## config.mk

```make
export PLATFORM = sky130hd
export DESIGN_NAME = sd_init_sequencer_flat
export DESIGN_NICKNAME = d
export VERILOG_FILES = /design/src/rtl/sd_init_sequencer_if.sv /design/src/rtl/sd_init_sequencer.sv /design/src/flat_wrapper.sv
export SDC_FILE = /design/constraint.sdc
export NUM_CORES = 1
export LEC_CHECK = 0
export BUFFER_PORTS_ARGS = -buffer_cell sky130_fd_sc_hd__buf_4
export CELL_PAD_IN_SITES_DETAIL_PLACEMENT = 1
export CELL_PAD_IN_SITES_GLOBAL_PLACEMENT = 1
export CORE_MARGIN = 10
export CORE_UTILIZATION = 38
export DETAILED_ROUTE_END_ITERATION = 8
export PLACE_DENSITY = 0.89
export SLEW_MARGIN = 20
export SYNTH_ARGS = -nofsm -noshare
export SYNTH_HDL_FRONTEND = slang
export SYNTH_SLANG_ARGS = --single-unit
```

## constraint.sdc

```tcl
create_clock -name clk_i -period 3.6 [get_ports clk_i]
set_input_delay 0.72 -clock clk_i [delete_from_list [all_inputs] [get_ports clk_i]]
set_output_delay 0.72 -clock clk_i [all_outputs]
set_load 0.1 [all_outputs]
```

## src/rtl/sd_init_sequencer_if.sv

```systemverilog
// Command/response channel between the SD init sequencer (master) and the
// CMD-line shifter engine (slave).
interface sd_init_sequencer_if;
    logic        cmd_valid;
    logic        cmd_ready;
    logic [5:0]  cmd_index;
    logic [31:0] cmd_arg;
    logic [1:0]  cmd_rsp_type;
    logic        cmd_chk_crc;
    logic        rsp_valid;
    logic        rsp_timeout;
    logic        rsp_crc_err;
    logic [31:0] rsp_data;

    modport master (
        output cmd_valid, cmd_index, cmd_arg, cmd_rsp_type, cmd_chk_crc,
        input  cmd_ready, rsp_valid, rsp_timeout, rsp_crc_err, rsp_data
    );

    modport slave (
        input  cmd_valid, cmd_index, cmd_arg, cmd_rsp_type, cmd_chk_crc,
        output cmd_ready, rsp_valid, rsp_timeout, rsp_crc_err, rsp_data
    );
endinterface

```

## src/rtl/sd_init_sequencer.sv

```systemverilog
// SD card identification sequencer: CMD0, CMD8, CMD55/ACMD41 loop, CMD2, CMD3.
// Define SDINIT_CMD7_SELECT_EN to append a CMD7 card-select step before DONE.
module sd_init_sequencer #(
    parameter int POWERUP_WAIT   = 27000,
    parameter int ACMD41_RETRIES = 1000,
    parameter bit HCS            = 1'b1
) (
    input  logic                       clk_i,
    input  logic                       rst_i,
    input  logic                       start_i,
    output logic                       busy_o,
    output logic                       done_o,
    output logic                       error_o,
    output logic [3:0]                 err_code_o,
    output logic [31:0]                ocr_o,
    output logic                       ccs_o,
    output logic [15:0]                rca_o,
    output logic                       v2_card_o,
    sd_init_sequencer_if.master        cmd_if
);

    localparam int              PW_W      = (POWERUP_WAIT > 1) ? $clog2(POWERUP_WAIT) : 1;
    localparam logic [PW_W-1:0] PW_LAST   = PW_W'(POWERUP_WAIT - 1);
    localparam logic [9:0]      RETRY_MAX = 10'(ACMD41_RETRIES);

    localparam logic [3:0] ERR_ECHO    = 4'd1;
    localparam logic [3:0] ERR_RETRY   = 4'd2;
    localparam logic [3:0] ERR_TIMEOUT = 4'd3;
    localparam logic [3:0] ERR_CRC     = 4'd4;

    // Each WAIT state encodes as its issue state + 1.
    typedef enum logic [4:0] {
        ST_IDLE    = 5'd0,  ST_POWERUP = 5'd1,
        ST_CMD0    = 5'd2,  ST_WAIT0   = 5'd3,
        ST_CMD8    = 5'd4,  ST_WAIT8   = 5'd5,
        ST_CMD55   = 5'd6,  ST_WAIT55  = 5'd7,
        ST_ACMD41  = 5'd8,  ST_WAIT41  = 5'd9,
        ST_CMD2    = 5'd10, ST_WAIT2   = 5'd11,
        ST_CMD3    = 5'd12, ST_WAIT3   = 5'd13,
        ST_CMD7    = 5'd14, ST_WAIT7   = 5'd15,
        ST_DONE    = 5'd16, ST_ERROR   = 5'd17
    } state_e;

    typedef struct packed {
        logic        valid;
        logic [5:0]  index;
        logic [31:0] arg;
        logic [1:0]  rsp_type;
        logic        chk_crc;
    } cmd_t;

    function automatic cmd_t cmd_for(input state_e st, input logic v2, input logic [15:0] rca);
        cmd_t c;
        c = '0;
        case (st)
            ST_CMD0:   c = '{1'b1, 6'd0,  32'h0000_0000, 2'd0, 1'b0};
            ST_CMD8:   c = '{1'b1, 6'd8,  32'h0000_01AA, 2'd1, 1'b1};
            ST_CMD55:  c = '{1'b1, 6'd55, 32'h0000_0000, 2'd1, 1'b1};
            ST_ACMD41: c = '{1'b1, 6'd41, {1'b0, HCS & v2, 6'b000000, 24'hFF8000}, 2'd1, 1'b0};
            ST_CMD2:   c = '{1'b1, 6'd2,  32'h0000_0000, 2'd2, 1'b1};
            ST_CMD3:   c = '{1'b1, 6'd3,  32'h0000_0000, 2'd1, 1'b1};
            ST_CMD7:   c = '{1'b1, 6'd7,  {rca, 16'h0000}, 2'd1, 1'b1};
            default:   c = '0;
        endcase
        return c;
    endfunction

    state_e          state_q, state_d;
    logic [PW_W-1:0] pw_cnt_q, pw_cnt_d;
    logic [9:0]      retry_q, retry_d;
    logic [3:0]      err_code_q, err_code_d;
    logic [31:0]     ocr_q, ocr_d;
    logic            ccs_q, ccs_d;
    logic [15:0]     rca_q, rca_d;
    logic            v2_q, v2_d;
    logic            busy_q, busy_d;
    logic            done_q, done_d;
    logic            error_q, error_d;
    cmd_t            cmd_q, cmd_d;

    logic            rsp_s;
    logic            rsp_to_s;
    logic            rsp_crc_s;
    logic [31:0]     rsp_data_s;

    assign rsp_s      = cmd_if.rsp_valid;
    assign rsp_to_s   = cmd_if.rsp_timeout;
    assign rsp_crc_s  = cmd_if.rsp_crc_err;
    assign rsp_data_s = cmd_if.rsp_data;

    // Next-state and next-output logic for the init flow.
    always_comb begin
        state_d    = state_q;
        pw_cnt_d   = pw_cnt_q;
        retry_d    = retry_q;
        err_code_d = err_code_q;
        ocr_d      = ocr_q;
        ccs_d      = ccs_q;
        rca_d      = rca_q;
        v2_d       = v2_q;

        case (state_q)
            ST_IDLE, ST_DONE, ST_ERROR: begin
                if (start_i) begin
                    state_d    = ST_POWERUP;
                    pw_cnt_d   = '0;
                    retry_d    = 10'd0;
                    err_code_d = 4'd0;
                    ocr_d      = 32'h0000_0000;
                    ccs_d      = 1'b0;
                    rca_d      = 16'h0000;
                    v2_d       = 1'b0;
                end else begin
                    state_d = state_q;
                end
            end
            ST_POWERUP: begin
                if (pw_cnt_q == PW_LAST) begin
                    state_d = ST_CMD0;
                end else begin
                    pw_cnt_d = pw_cnt_q + {{(PW_W-1){1'b0}}, 1'b1};
                end
            end
            ST_CMD0, ST_CMD8, ST_CMD55, ST_ACMD41, ST_CMD2, ST_CMD3, ST_CMD7: begin
                if (cmd_q.valid && cmd_if.cmd_ready) begin
                    state_d = state_e'(state_q + 5'd1);
                end else begin
                    state_d = state_q;
                end
            end
            ST_WAIT0: begin
                if (rsp_s) begin
                    state_d = ST_CMD8;
                end else begin
                    state_d = state_q;
                end
            end
            ST_WAIT8: begin
                if (!rsp_s) begin
                    state_d = state_q;
                end else if (rsp_to_s) begin
                    v2_d    = 1'b0;
                    state_d = ST_CMD55;
                end else if (!rsp_crc_s && rsp_data_s[11:0] == 12'h1AA) begin
                    v2_d    = 1'b1;
                    state_d = ST_CMD55;
                end else begin
                    err_code_d = ERR_ECHO;
                    state_d    = ST_ERROR;
                end
            end
            // R3 has no meaningful CRC, so only a timeout aborts here.
            ST_WAIT41: begin
                if (!rsp_s) begin
                    state_d = state_q;
                end else if (rsp_to_s) begin
                    err_code_d = ERR_TIMEOUT;
                    state_d    = ST_ERROR;
                end else begin
                    ocr_d = rsp_data_s;
                    if (rsp_data_s[31]) begin
                        ccs_d   = rsp_data_s[30];
                        state_d = ST_CMD2;
                    end else begin
                        retry_d = retry_q + 10'd1;
                        if ((retry_q + 10'd1) == RETRY_MAX) begin
                            err_code_d = ERR_RETRY;
                            state_d    = ST_ERROR;
                        end else begin
                            state_d = ST_CMD55;
                        end
                    end
                end
            end
            ST_WAIT55, ST_WAIT2, ST_WAIT3, ST_WAIT7: begin
                if (!rsp_s) begin
                    state_d = state_q;
                end else if (rsp_to_s) begin
                    err_code_d = ERR_TIMEOUT;
                    state_d    = ST_ERROR;
                end else if (rsp_crc_s) begin
                    err_code_d = ERR_CRC;
                    state_d    = ST_ERROR;
                end else if (state_q == ST_WAIT55) begin
                    state_d = ST_ACMD41;
                end else if (state_q == ST_WAIT2) begin
                    state_d = ST_CMD3;
                end else if (state_q == ST_WAIT3) begin
                    rca_d = rsp_data_s[31:16];
`ifdef SDINIT_CMD7_SELECT_EN
                    state_d = ST_CMD7;
`else
                    state_d = ST_DONE;
`endif
                end else begin
                    state_d = ST_DONE;
                end
            end
            default: begin
                state_d = ST_IDLE;
            end
        endcase

        cmd_d   = cmd_for(state_d, v2_d, rca_d);
        busy_d  = !(state_d == ST_IDLE || state_d == ST_DONE || state_d == ST_ERROR);
        done_d  = (state_d == ST_DONE);
        error_d = (state_d == ST_ERROR);
    end

    // State register and registered outputs.
    always_ff @(posedge clk_i) begin
        if (rst_i) begin
            state_q    <= ST_IDLE;
            pw_cnt_q   <= '0;
            retry_q    <= 10'd0;
            err_code_q <= 4'd0;
            ocr_q      <= 32'h0000_0000;
            ccs_q      <= 1'b0;
            rca_q      <= 16'h0000;
            v2_q       <= 1'b0;
            busy_q     <= 1'b0;
            done_q     <= 1'b0;
            error_q    <= 1'b0;
            cmd_q      <= '0;
        end else begin
            state_q    <= state_d;
            pw_cnt_q   <= pw_cnt_d;
            retry_q    <= retry_d;
            err_code_q <= err_code_d;
            ocr_q      <= ocr_d;
            ccs_q      <= ccs_d;
            rca_q      <= rca_d;
            v2_q       <= v2_d;
            busy_q     <= busy_d;
            done_q     <= done_d;
            error_q    <= error_d;
            cmd_q      <= cmd_d;
        end
    end

    assign busy_o       = busy_q;
    assign done_o       = done_q;
    assign error_o      = error_q;
    assign err_code_o   = err_code_q;
    assign ocr_o        = ocr_q;
    assign ccs_o        = ccs_q;
    assign rca_o        = rca_q;
    assign v2_card_o    = v2_q;

    assign cmd_if.cmd_valid    = cmd_q.valid;
    assign cmd_if.cmd_index    = cmd_q.index;
    assign cmd_if.cmd_arg      = cmd_q.arg;
    assign cmd_if.cmd_rsp_type = cmd_q.rsp_type;
    assign cmd_if.cmd_chk_crc  = cmd_q.chk_crc;

endmodule

```

## src/flat_wrapper.sv

```systemverilog
// flat-port wrapper written by rule: the top's interface ports become plain ports
module sd_init_sequencer_flat 
#(
    parameter int POWERUP_WAIT   = 27000,
    parameter int ACMD41_RETRIES = 1000,
    parameter bit HCS            = 1'b1
)
  (clk_i, rst_i, start_i, busy_o, done_o, error_o, err_code_o, ocr_o, ccs_o, rca_o, v2_card_o, cmd_if_cmd_valid, cmd_if_cmd_index, cmd_if_cmd_arg, cmd_if_cmd_rsp_type, cmd_if_cmd_chk_crc, cmd_if_cmd_ready, cmd_if_rsp_valid, cmd_if_rsp_timeout, cmd_if_rsp_crc_err, cmd_if_rsp_data);
  sd_init_sequencer_if cmd_if_i ();
  input  logic clk_i;
  input  logic rst_i;
  input  logic start_i;
  output logic busy_o;
  output logic done_o;
  output logic error_o;
  output logic [3:0] err_code_o;
  output logic [31:0] ocr_o;
  output logic ccs_o;
  output logic [15:0] rca_o;
  output logic v2_card_o;
  output wire logic [$bits(cmd_if_i.cmd_valid)-1:0] cmd_if_cmd_valid;
  output wire logic [$bits(cmd_if_i.cmd_index)-1:0] cmd_if_cmd_index;
  output wire logic [$bits(cmd_if_i.cmd_arg)-1:0] cmd_if_cmd_arg;
  output wire logic [$bits(cmd_if_i.cmd_rsp_type)-1:0] cmd_if_cmd_rsp_type;
  output wire logic [$bits(cmd_if_i.cmd_chk_crc)-1:0] cmd_if_cmd_chk_crc;
  input wire logic [$bits(cmd_if_i.cmd_ready)-1:0] cmd_if_cmd_ready;
  input wire logic [$bits(cmd_if_i.rsp_valid)-1:0] cmd_if_rsp_valid;
  input wire logic [$bits(cmd_if_i.rsp_timeout)-1:0] cmd_if_rsp_timeout;
  input wire logic [$bits(cmd_if_i.rsp_crc_err)-1:0] cmd_if_rsp_crc_err;
  input wire logic [$bits(cmd_if_i.rsp_data)-1:0] cmd_if_rsp_data;
  assign cmd_if_cmd_valid = cmd_if_i.cmd_valid;
  assign cmd_if_cmd_index = cmd_if_i.cmd_index;
  assign cmd_if_cmd_arg = cmd_if_i.cmd_arg;
  assign cmd_if_cmd_rsp_type = cmd_if_i.cmd_rsp_type;
  assign cmd_if_cmd_chk_crc = cmd_if_i.cmd_chk_crc;
  assign cmd_if_i.cmd_ready = cmd_if_cmd_ready;
  assign cmd_if_i.rsp_valid = cmd_if_rsp_valid;
  assign cmd_if_i.rsp_timeout = cmd_if_rsp_timeout;
  assign cmd_if_i.rsp_crc_err = cmd_if_rsp_crc_err;
  assign cmd_if_i.rsp_data = cmd_if_rsp_data;
  sd_init_sequencer #(.POWERUP_WAIT(POWERUP_WAIT), .ACMD41_RETRIES(ACMD41_RETRIES), .HCS(HCS)) u_core (.clk_i(clk_i), .rst_i(rst_i), .start_i(start_i), .busy_o(busy_o), .done_o(done_o), .error_o(error_o), .err_code_o(err_code_o), .ocr_o(ocr_o), .ccs_o(ccs_o), .rca_o(rca_o), .v2_card_o(v2_card_o), .cmd_if(cmd_if_i));
endmodule
```

==> impl_metrics.yaml <==
grt:
  grtUsageMet3_pct: 9.38
  met2_usage_pct: 36.2
  grt_remaining_overflow: 0
  busiest_layer: "met2"
  grt_usage_pct: 21.3
  use_met1_pct: 22.8
  grt_first_pass_wirelength_um: 31400
  grt_antenna_before_repair: 0
  grt_max_degree: 72
  grt_pass1_vias: 5791
routing:
  viasPerCell: 5.66
  avgRoutedWirePerCell_um: 21.4
  drc: 0
  ant_nets: 0
  drtPass1Iterations: 4
  routed_wl_um: 19900
  drtIter0Drc: 282
  dr_total_vias: 5266
sta:
  clock.fmax_mhz: 292
  tightest_slew_ps: 789
  period_share_pct: 95.3
  hold_viol: 0
  fin_crit_ps: 3430
  setup_tns_ps: 0
  skew_ps: 10.3
  finalSetupViolations: 0
  slew_violations: 0
  setup_slack_ps: 171
  max_slew_margin_pct: 47.4
  rsz0062_at_grt: "no"
floorplan:
  fp.dieH_um: 137
  coreArea_sq_um: 13300
  die_w_um: 137
  initial_core_util_pct: 39.1
  num_io_pins: 138
  die-area_sq_um: 18800
  rows: 42
min_path:
  min_to: "u_core.ocr_o[1]"
  worstHoldPathType: "reg -> reg"
  hp-start: "u_core.ocr_o[1]"
  whs_path_depth: 2
power_and_ir_drop:
  power.density_nw_per_um2: 454
  peakVddDrop_mv: 0.434
  p_leak_uw: 0.00276
clocking:
  cts_setup_buffers: 0
  h-tree-depth: 4
  cts_tree: "done"
  cts_root_buf: "clkbuf_16"
  cts.sinks: 114
  cts_buffers: 17
  path_clk_slew_ps: 60
  clockBufferDepth: 2
  clk_latency_ps: 420
  cts_resized: 0
  holdBufCountCts: 0
worst_setup_path:
  rrSetupSlack_ps: 170
  crit_chain: "ha_1 > and3_1 > ha_1 > a311o_1 > a32o_1 > a211o_1 > a2111o_1 > or4_1 > o21ai_0"
  critPathMaxFanout: 10
  crit_path_start_kind: "flop"
  reg2regPathDepth: 9
  cpMostUsedCell: "ha_1"
  critPathMaxStageDelay_ps: 630
  end_kind: "flop"
  worst_ep_arrival_time_ps: 3760
  regToRegStartpoint: "u_core.state_q[1]"
  crit_type: "reg -> reg"
  reg2reg_to: "u_core.cmd_if.cmd_arg[17]"
  slowest_stage: "or4_1"
  critPathRequiredTime_ps: 3930
synth:
  syn-instance-count: 623
  syn_area_sq_um: 5200
  synth-simple-area-share_pct: 23.6
  synth-edff-count: 0
  yosys_most_used_dff: "dfxtp_1"
  synthTopCellsByArea: "dfxtp_1, a21oi_1, nand3_1"
  synth_top_area_share_pct: 43.9
  ys_ff_latch: 114
  yosysUniqueCellTypes: 66
  yosysTopAreaCell: "dfxtp_1"
  yosys_warnings: 0
  yosysSeqAreaShare_pct: 43.9
  synth_compound_area_share_pct: 20.5
  synth_fa_ha_area_share_pct: 1.93
  yosys.area_share.xor_xnor_pct: 2.36
  synth_top_family_by_area: "simple AND/OR/NAND/NOR gates"
  synth-async-reset-ratio_pct: 0
  synth_mux_area_share_pct: 1.08
  syn_avg_cell_area_sq_um: 8.34
finish:
  area_growth_syn_to_layout_pct: 31.1
  nNetsFinal: 789
  diodes: 0
  final_common_cell: "buf_4"
  final_cell_mix: "buf_4, dfxtp_1, a21oi_1"
  fillers: 1598
  drive_gt1_share_pct: 24.2
run_status:
  status: "finished clean"
placement:
  dp_hpwl_um: 14000
  pre_cts_slack_ps: 274
  io_buffers: 126
  routabilityCongestion: 0.938
run:
  cap_violations: 0
metal layers:
| metal | routed length, um | up-vias | part of all wire, % |
|---|---|---|---|
| met3 | 1740 | 36 | 8.7 |
| met2 | 10000 | 178 | 50 |
| li1 | - | 2456 | - |
| met1 | 7630 | 2596 | 38 |
| met4 | 545 | 0 | 2.7 |
| met5 | 0 | - | 0 |
flip-flops by register name, summed over array words and instances, names as in the netlist:
register and flops:
u_core.retry_q 10, u_core.state_q 5, u_core.done_o 1, u_core.ocr_o 32, u_core.ccs_o 1, u_core.v2_card_o 1
u_core.pw_cnt_q 15, u_core.cmd_if.cmd_index 6, u_core.cmd_if.cmd_chk_crc 1, u_core.cmd_if.cmd_arg 18, u_core.cmd_if.cmd_rsp_type 2, u_core.error_o 1
u_core.rca_o 16, u_core.cmd_if.cmd_valid 1, u_core.err_code_o 3, u_core.busy_o 1
area by class of cell:
cell class | count | area [sq um] | share of cell area, %
Sequential cell | 114 | 2280 | 33.5
Clock buffer | 21 | 470 | 6.91
Inverter | 16 | 60.1 | 0.882
Multi-Input combinational cell | 449 | 2620 | 38.4
Timing Repair Buffer | 144 | 1080 | 15.9
Clock inverter | 11 | 80.1 | 1.18
Tap cell | 176 | 220 | 3.23
cells in the mapped netlist (7+ instances only):
| cell | number |
|---|---|
| dfxtp_1 | 114 |
| a21oi_1 | 67 |
| nor2_1 | 62 |
| nand2_1 | 50 |
| nand3_1 | 47 |
| clkbuf_1 | 29 |
| o21ai_0 | 27 |
| a22oi_1 | 22 |
| inv_1 | 16 |
| buf_4 | 15 |
| and2_1 | 14 |
| nor3_1 | 12 |
| ha_1 | 8 |
| a211oi_1 | 7 |
| xnor2_1 | 7 |
| xor2_1 | 7 |
where the power goes:
group | switching, uW | total (uW) | internal, uW | leakage, uW
Combinational | 192 | 257 | 65.9 | 0.00159
Clock | 632 | 1560 | 932 | 0.000250
Sequential | 5.16 | 1270 | 1270 | 0.000919
stage by stage:
step	hold WS, ps	area [sq um]	cells	total power, uW	utilization [%]
CTS	458	6810	931	3110	51.2
finish	457	6810	931	3090	51.2
global placement	440	6260	899	1550	47.1
global route	470	6810	931	3190	51.2
detailed placement	448	6260	899	1550	47.1
floorplan	458	5240	633	1470	-
cells by family (layout without fill, tap and decap cells):
family	after synthesis	after routing
compound gates	170	170
xor+xnor	14	14
fa+ha+maj	8	8
buf+inv	70	192
flops	114	114
mux	5	5
other cells	1	11
simple gates	241	241
worst max-delay path by stage:
stage / start / endpoint / slack [ps] / depth (start not counted)
after floorplan: u_core.state_q[2] / u_core.cmd_if.cmd_index[5] / 520 / 12
after global placement: u_core.state_q[1] / u_core.cmd_if.cmd_index[5] / 400 / 9
after detailed placement: u_core.state_q[1] / u_core.cmd_if.cmd_arg[18] / 270 / 9
after CTS: u_core.state_q[1] / u_core.cmd_if.cmd_arg[17] / 180 / 9
after global routing: u_core.state_q[1] / u_core.cmd_if.cmd_arg[17] / 20 / 9
final: u_core.state_q[1] / u_core.cmd_if.cmd_arg[17] / 170 / 9
worst max-delay path, delay by kind of cell (launching register included):
family / cells / cell delay (ps)
compound gates: 5 / 1480
fa+ha+maj: 2 / 580
flops: 1 / 400
simple gates: 2 / 860
(Power assumes the default switching activity.)
